### src/rtl/audio_pkg.sv
// Shared definitions for the audio path: sequencer state encoding and the
// layout of a 40-bit note word (duration in ticks over half-period in clocks).
package audio_pkg;

  typedef enum logic [1:0] {
    ST_IDLE = 2'd0,
    ST_NOTE = 2'd1,
    ST_GAP  = 2'd2,
    ST_DONE = 2'd3
  } audio_state_t;

  localparam int NOTE_WORD_W          = 40;
  localparam int DUR_W                = 16;
  localparam int DUR_LSB              = 24;
  localparam int HP_W                 = 24;
  localparam int HP_LSB               = 0;
  localparam int DUTY_CYCLE_WIDTH_DEF = 8;

  function automatic logic [DUR_W-1:0] note_duration(input logic [NOTE_WORD_W-1:0] word);
    return word[DUR_LSB +: DUR_W];
  endfunction

  function automatic logic [HP_W-1:0] note_half_period(input logic [NOTE_WORD_W-1:0] word);
    return word[HP_LSB +: HP_W];
  endfunction

endpackage

### src/rtl/game_over_note_rom.sv
// Note table ROM with a one-cycle registered read, built from a packed
// parameter image (word gi lives at bits [gi*40 +: 40]).
module game_over_note_rom
  import audio_pkg::*;
#(
  parameter int                               NUM_NOTES = 8,
  parameter int                               ADDR_W    = 3,
  parameter logic [NUM_NOTES*NOTE_WORD_W-1:0] NOTE_INIT = '0
) (
  input  logic                   clk,
  input  logic [ADDR_W-1:0]      addr,
  output logic [NOTE_WORD_W-1:0] q
);

  logic [NOTE_WORD_W-1:0] mem [NUM_NOTES];

  for (genvar gi = 0; gi < NUM_NOTES; gi++) begin : g_word
    assign mem[gi] = NOTE_INIT[gi*NOTE_WORD_W +: NOTE_WORD_W];
  end

  always_ff @(posedge clk) begin
    q <= mem[addr];
  end

endmodule

### src/rtl/game_over_seq.sv
// Game-over jingle sequencer: walks the note table, generating an enveloped
// square wave as an 8-bit duty_cycle sample for the PWM stage.
module game_over_seq
  import audio_pkg::*;
#(
  parameter int CLK_FREQUENCY_HZ = 100000000,
  parameter int TICK_HZ          = 1000,
  parameter int NUM_NOTES        = 8,
  parameter logic [NUM_NOTES*NOTE_WORD_W-1:0] NOTE_INIT = {
    40'h0, 40'h0, 40'h0,
    {16'd600, 24'h02E978}, {16'd100, 24'h000000}, {16'd300, 24'h02E978},
    {16'd150, 24'h024FDB}, {16'd150, 24'h01F23F}},
  parameter int GAP_TICKS        = 20,
  parameter int AMPLITUDE        = 200,
  parameter int DECAY_TICKS      = 4,
  parameter int DUTY_CYCLE_WIDTH = DUTY_CYCLE_WIDTH_DEF
) (
  input  logic                        clk,
  input  logic                        reset,
  input  logic                        start,
  input  logic                        mute,
  output logic [DUTY_CYCLE_WIDTH-1:0] duty_cycle,
  output logic                        busy,
  output logic                        done
);

  // TICK_CYC must be at least 2 so the prefetched word is ready at note exit.
  localparam int TICK_CYC = CLK_FREQUENCY_HZ / TICK_HZ;
  localparam int TICK_W   = (TICK_CYC > 1) ? $clog2(TICK_CYC) : 1;
  localparam int IDX_W    = (NUM_NOTES > 1) ? $clog2(NUM_NOTES) : 1;
  localparam int GAP_W    = (GAP_TICKS > 1) ? $clog2(GAP_TICKS) : 1;
  localparam int SEG_W    = (DUR_W > GAP_W) ? DUR_W : GAP_W;
  localparam int DECAY_W  = (DECAY_TICKS > 1) ? $clog2(DECAY_TICKS) : 1;

  localparam logic [TICK_W-1:0]           TICK_LAST  = TICK_W'(TICK_CYC - 1);
  localparam logic [SEG_W-1:0]            GAP_LAST   = SEG_W'((GAP_TICKS > 0) ? GAP_TICKS - 1 : 0);
  localparam logic [DECAY_W-1:0]          DECAY_LAST = DECAY_W'(DECAY_TICKS - 1);
  localparam logic [IDX_W-1:0]            IDX_LAST   = IDX_W'(NUM_NOTES - 1);
  localparam logic [DUTY_CYCLE_WIDTH-1:0] AMP        = DUTY_CYCLE_WIDTH'(AMPLITUDE);

  audio_state_t                state_reg;
  logic [IDX_W-1:0]            idx_reg;
  logic [TICK_W-1:0]           tick_cnt_reg;
  logic [SEG_W-1:0]            seg_cnt_reg;
  logic [HP_W-1:0]             tone_cnt_reg;
  logic                        phase_reg;
  logic [DUTY_CYCLE_WIDTH-1:0] env_reg;
  logic [DECAY_W-1:0]          decay_cnt_reg;
  logic [DUR_W-1:0]            dur_reg;
  logic [HP_W-1:0]             hp_reg;
  logic [DUTY_CYCLE_WIDTH-1:0] duty_cycle_reg;
  logic                        busy_reg;
  logic                        done_reg;

  logic [IDX_W-1:0]       rom_addr;
  logic [NOTE_WORD_W-1:0] rom_q;
  logic                   tick;
  logic                   note_end;
  logic                   gap_end;
  logic                   rom_is_end;
  logic [SEG_W-1:0]       dur_last;
  logic                   load_note;
  logic                   go_gap;
  logic                   go_done;
  logic [IDX_W-1:0]       load_idx;

  // While a note or gap runs the ROM already holds the following word.
  always_comb begin
    rom_addr = '0;
    if (!reset && (state_reg == ST_NOTE || state_reg == ST_GAP) && idx_reg != IDX_LAST)
      rom_addr = idx_reg + 1'b1;
  end

  game_over_note_rom #(
    .NUM_NOTES (NUM_NOTES),
    .ADDR_W    (IDX_W),
    .NOTE_INIT (NOTE_INIT)
  ) u_rom (
    .clk  (clk),
    .addr (rom_addr),
    .q    (rom_q)
  );

  assign tick       = (tick_cnt_reg == TICK_LAST);
  assign dur_last   = SEG_W'(dur_reg - 16'd1);
  assign note_end   = (state_reg == ST_NOTE) && tick && (seg_cnt_reg == dur_last);
  assign gap_end    = (state_reg == ST_GAP) && tick && (seg_cnt_reg == GAP_LAST);
  assign rom_is_end = (note_duration(rom_q) == '0);

  always_comb begin
    load_note = 1'b0;
    go_gap    = 1'b0;
    go_done   = 1'b0;
    load_idx  = '0;
    case (state_reg)
      ST_IDLE: begin
        if (start) begin
          if (rom_is_end) go_done = 1'b1;
          else            load_note = 1'b1;
        end
      end
      ST_NOTE: begin
        if (note_end) begin
          if (idx_reg == IDX_LAST || (GAP_TICKS == 0 && rom_is_end)) begin
            go_done = 1'b1;
          end else if (GAP_TICKS == 0) begin
            load_note = 1'b1;
            load_idx  = idx_reg + 1'b1;
          end else begin
            go_gap = 1'b1;
          end
        end
      end
      ST_GAP: begin
        if (gap_end) begin
          if (rom_is_end) begin
            go_done = 1'b1;
          end else begin
            load_note = 1'b1;
            load_idx  = idx_reg + 1'b1;
          end
        end
      end
      default: ;
    endcase
  end

  always_ff @(posedge clk) begin
    if (reset) begin
      state_reg      <= ST_IDLE;
      idx_reg        <= '0;
      tick_cnt_reg   <= '0;
      seg_cnt_reg    <= '0;
      tone_cnt_reg   <= '0;
      phase_reg      <= 1'b0;
      env_reg        <= '0;
      decay_cnt_reg  <= '0;
      dur_reg        <= '0;
      hp_reg         <= '0;
      duty_cycle_reg <= '0;
      busy_reg       <= 1'b0;
      done_reg       <= 1'b0;
    end else begin
      done_reg <= 1'b0;

      if (state_reg == ST_NOTE || state_reg == ST_GAP) begin
        tick_cnt_reg <= tick ? '0 : tick_cnt_reg + 1'b1;
        if (tick) seg_cnt_reg <= seg_cnt_reg + 1'b1;
      end

      if (state_reg == ST_NOTE) begin
        if (hp_reg != '0) begin
          if (tone_cnt_reg == hp_reg - 1'b1) begin
            tone_cnt_reg <= '0;
            phase_reg    <= ~phase_reg;
          end else begin
            tone_cnt_reg <= tone_cnt_reg + 1'b1;
          end
        end
        // Envelope saturates at zero rather than wrapping to full scale.
        if (tick) begin
          if (decay_cnt_reg == DECAY_LAST) begin
            decay_cnt_reg <= '0;
            if (env_reg != '0) env_reg <= env_reg - 1'b1;
          end else begin
            decay_cnt_reg <= decay_cnt_reg + 1'b1;
          end
        end
      end

      if (load_note) begin
        state_reg     <= ST_NOTE;
        idx_reg       <= load_idx;
        dur_reg       <= note_duration(rom_q);
        hp_reg        <= note_half_period(rom_q);
        tick_cnt_reg  <= '0;
        seg_cnt_reg   <= '0;
        tone_cnt_reg  <= '0;
        phase_reg     <= 1'b1;
        env_reg       <= AMP;
        decay_cnt_reg <= '0;
        busy_reg      <= 1'b1;
      end else if (go_gap) begin
        state_reg    <= ST_GAP;
        tick_cnt_reg <= '0;
        seg_cnt_reg  <= '0;
      end else if (go_done) begin
        state_reg <= ST_DONE;
        busy_reg  <= 1'b0;
        done_reg  <= 1'b1;
      end else if (state_reg == ST_DONE) begin
        state_reg <= ST_IDLE;
      end

      duty_cycle_reg <= (state_reg == ST_NOTE && !mute && hp_reg != '0 && phase_reg)
                        ? env_reg : '0;
    end
  end

  assign duty_cycle = duty_cycle_reg;
  assign busy       = busy_reg;
  assign done       = done_reg;

endmodule

### config.mk
export PLATFORM = sky130hd
export DESIGN_NAME = game_over_seq
export DESIGN_NICKNAME = d
export VERILOG_FILES = /design/src/rtl/audio_pkg.sv /design/src/rtl/game_over_note_rom.sv /design/src/rtl/game_over_seq.sv
export SDC_FILE = /design/constraint.sdc
export NUM_CORES = 1
export LEC_CHECK = 0
export BUFFER_PORTS_ARGS = -buffer_cell sky130_fd_sc_hd__buf_2
export CAP_MARGIN = 20
export CORE_MARGIN = 4
export CORE_UTILIZATION = 40
export CTS_CLUSTER_SIZE = 24
export DETAILED_ROUTE_END_ITERATION = 10
export PLACE_DENSITY_LB_ADDON = 0.2
export SLEW_MARGIN = 20
export SYNTH_ARGS = -nofsm -noshare
export SYNTH_HDL_FRONTEND = slang
export SYNTH_SLANG_ARGS = --single-unit
### constraint.sdc
create_clock -name clk -period 3.8 [get_ports clk]
set_input_delay 0.38 -clock clk [delete_from_list [all_inputs] [get_ports clk]]
set_output_delay 0.38 -clock clk [all_outputs]
set_load 0.02 [all_outputs]
==> impl_metrics.tcl <==
set metrics [dict create \
    status "finished, final reports clean" \
    clock-sinks 109 \
    post-route-period-util_pct 85.90 \
    synth.area.top_cells "dfxtp_1 (39%), xor2_1 (6.5%), nor2_1 (6.4%), xnor2_1 (5.1%), nand2_1 (4.3%)" \
    gr-total-overflow 0 \
    cts_buffers 9 \
    critical_path_class "reg -> reg" \
    fill_cells 1314 \
    post_cts_resized 0 \
    cts_hold_buffers 0 \
    async_reset_ff_share_pct 0 \
    synth_area_per_cell_um2 8.291 \
    diodes 0 \
    hp-class "in -> reg" \
    final-seq-area_um2 2182 \
    die_w_um 126.7 \
    crit_fanout 17 \
    htreeDepth 3 \
    dp_hpwl_mm 9.510 \
    track_usage_pct 16.53 \
    yosysSeqAreaShare_pct 38.70 \
    synth-warning-count 0 \
    path_common_cell "ha_1" \
    synth-main-ff-cell "dfxtp_1" \
    cellLeakagePower_nw 2.336 \
    tightest_slew_ns 0.7756 \
    fp.dieH_um 126.7 \
    post-cts-setup-buffer-count 0 \
    portBuffers 13 \
    pin_count 14 \
    nets 707 \
    p_sw_w 0.0006034 \
    finalClockSkew_ns 0.008339 \
    worstPathRequired_ns 4.03 \
    start_util_pct 40.77 \
    combPwrFrac_pct 9.9 \
    root_buffer "clkbuf_16" \
    drc 0 \
    cpPeakStageDelay_ns 0.57 \
    grt_pass1_wl_mm 21.93 \
    grt_pass1_vias 4510 \
    multi_input_area_um2 3253 \
    clkPwrFrac_pct 40.7 \
    dp.cells 853 \
    seq_power_share_pct 49.4 \
    maxCapViolCount 0 \
    crit_chain "inv_1 -> ha_1 -> ha_1 -> nor4b_1 -> or3_1 -> a221oi_1 -> nand4_1 -> or4_4 -> o21ai_4 -> nor2_1" \
    path_clk_slew_ns 0.07 \
    synth_fp_nets 703 \
    cpMaxStageDelayCell "or4_4" \
    swShare_pct 25.23 \
    initialDrtViolationCount 293 \
    vias 4724 \
    setup_viol 0 \
    internal_power_w 0.001788 \
    core_um2 13830 \
    worstPathArrival_ns 3.49 \
    p_per_area_nw_per_um2 387.4 \
    postSynthCellCount 680 \
    clock_latency_ns 0.36 \
    slew_headroom_pct 47.82 \
    synth_seq_cells 109 \
    setup_tns_ns 0 \
    fin_cells 869 \
    synth_area_um2 5638 \
    antenna_found_initial 0 \
    dieArea_um2 16060 \
    layout_common_cells "dfxtp_1 (109), nor2_1 (96), nand2_1 (64), nor3_1 (43), xor2_1 (42)" \
    crit_path_start_kind "flip-flop" \
    wl_mm 12.78 \
    fmax_mhz 306.4 \
    dr.pass1.iters 6 \
    yosysTopAreaCellShare_pct 38.70 \
    areaGrowthSynthToFinish_pct 9.498 \
    maxSlewViolCount 0 \
    clockBufferDepth 2 \
    hold_violations 0 \
    final_common_cell "dfxtp_1" \
    rsz0062_at_grt "no" \
    period_needed_ns 3.264 \
    grt_max_degree 34 \
    row_count 43 \
    globalplace.congestion 0.8992 \
    vias_per_cell 5.436 \
    ant_nets 0 \
    cts_tree "built" \
    drive_gt1_share_pct 6.967 \
    largest_reg_flops 24 \
    synth_edf_count 0 \
    synth_cell_types 62 \
    peakVddDrop_uv 242.7 \
    post_drt_wl_per_cell_um 14.71 \
    yosys.area.top_type "dfxtp_1" \
    crit_path_end_kind "flip-flop" \
]
final cells by class:
cell class	instances	share of cell area, %
clock buffers	10	3.871
clock inverters	6	1.135
inverters	27	1.642
multi-input cells	519	52.70
flip-flops and latches	109	35.35
well taps	180	3.648
repair buffers	18	1.662
logic make-up (layout without fill, tap and decap cells):
logic type	count (synthesis)	in the layout	share of synthesized area, %
AND/OR/NAND/NOR	332	332	29.21
flip-flops	109	109	38.70
XOR/XNOR	75	75	11.65
AO/OA/AOI/OAI	74	74	8.988
buffers and inverters	52	61	3.861
adder cells (fa/ha/maj)	19	19	4.217
multiplexers	19	19	3.373
power by group through the flow:
stage	sequential [W]	clock, W	combinational (W)
floorplan	0.00120	0	0.000193
global placement	0.00121	0	0.000230
detailed placement	0.00121	0	0.000234
CTS	0.00118	0.00100	0.000236
global route	0.00118	0.00104	0.000264
finish	0.00118	0.000972	0.000238
cells in the mapped netlist, drive strengths merged, types with 14 or more instances:
master / count
and2: 15
nand4: 16
xnor2: 33
ha: 19
dfxtp: 109
nand3: 28
mux2i: 19
clkbuf: 19
nand2: 64
inv: 27
o21ai: 14
xor2: 42
nor2: 96
a21oi: 25
nor3: 44
path summary, 6_finish.rpt:
check	startpoint	end	slack, ns	cells after the start
worst max-delay path	hp_reg[16]	tone_cnt_reg[5]	0.54	10
worst min-delay path	mute	duty_cycle[2]	0.41	3
worst max register to register	hp_reg[16]	tone_cnt_reg[5]	0.54	10
worst min register to register	u_rom.q[17]	hp_reg[11]	0.47	2
metal layers:
layer  share of wire [%]  track usage [%]
met1                  49            22.85
met2                  45            25.72
met3                 4.9            4.211
met4                 1.5            4.416
met5                   0                0
worst max-delay path: cells and delay by family (launching register included):
family          cells  cell delay [ns]
compound gates      2             0.69
fa+ha+maj           2             0.49
buf+inv             1             0.12
flops               1             0.49
simple gates        5             1.34
through the flow:
step	hold slack (ns)	util, %	setup slack (ns)	total power [W]	instance area (um^2)
2_1_floorplan	0.4365	-	0.6081	0.001391	5638
3_3_place_gp	0.4472	42.37	0.6574	0.001437	5858
3_5_place_dp	0.4538	42.37	0.5461	0.001443	5858
4_1_cts	0.4532	44.60	0.5447	0.002419	6167
5_1_grt	0.4100	44.65	0.3101	0.002493	6173
6_report	0.4082	44.65	0.5358	0.002392	6173
Note: power is estimated with default switching activity, not from simulation.
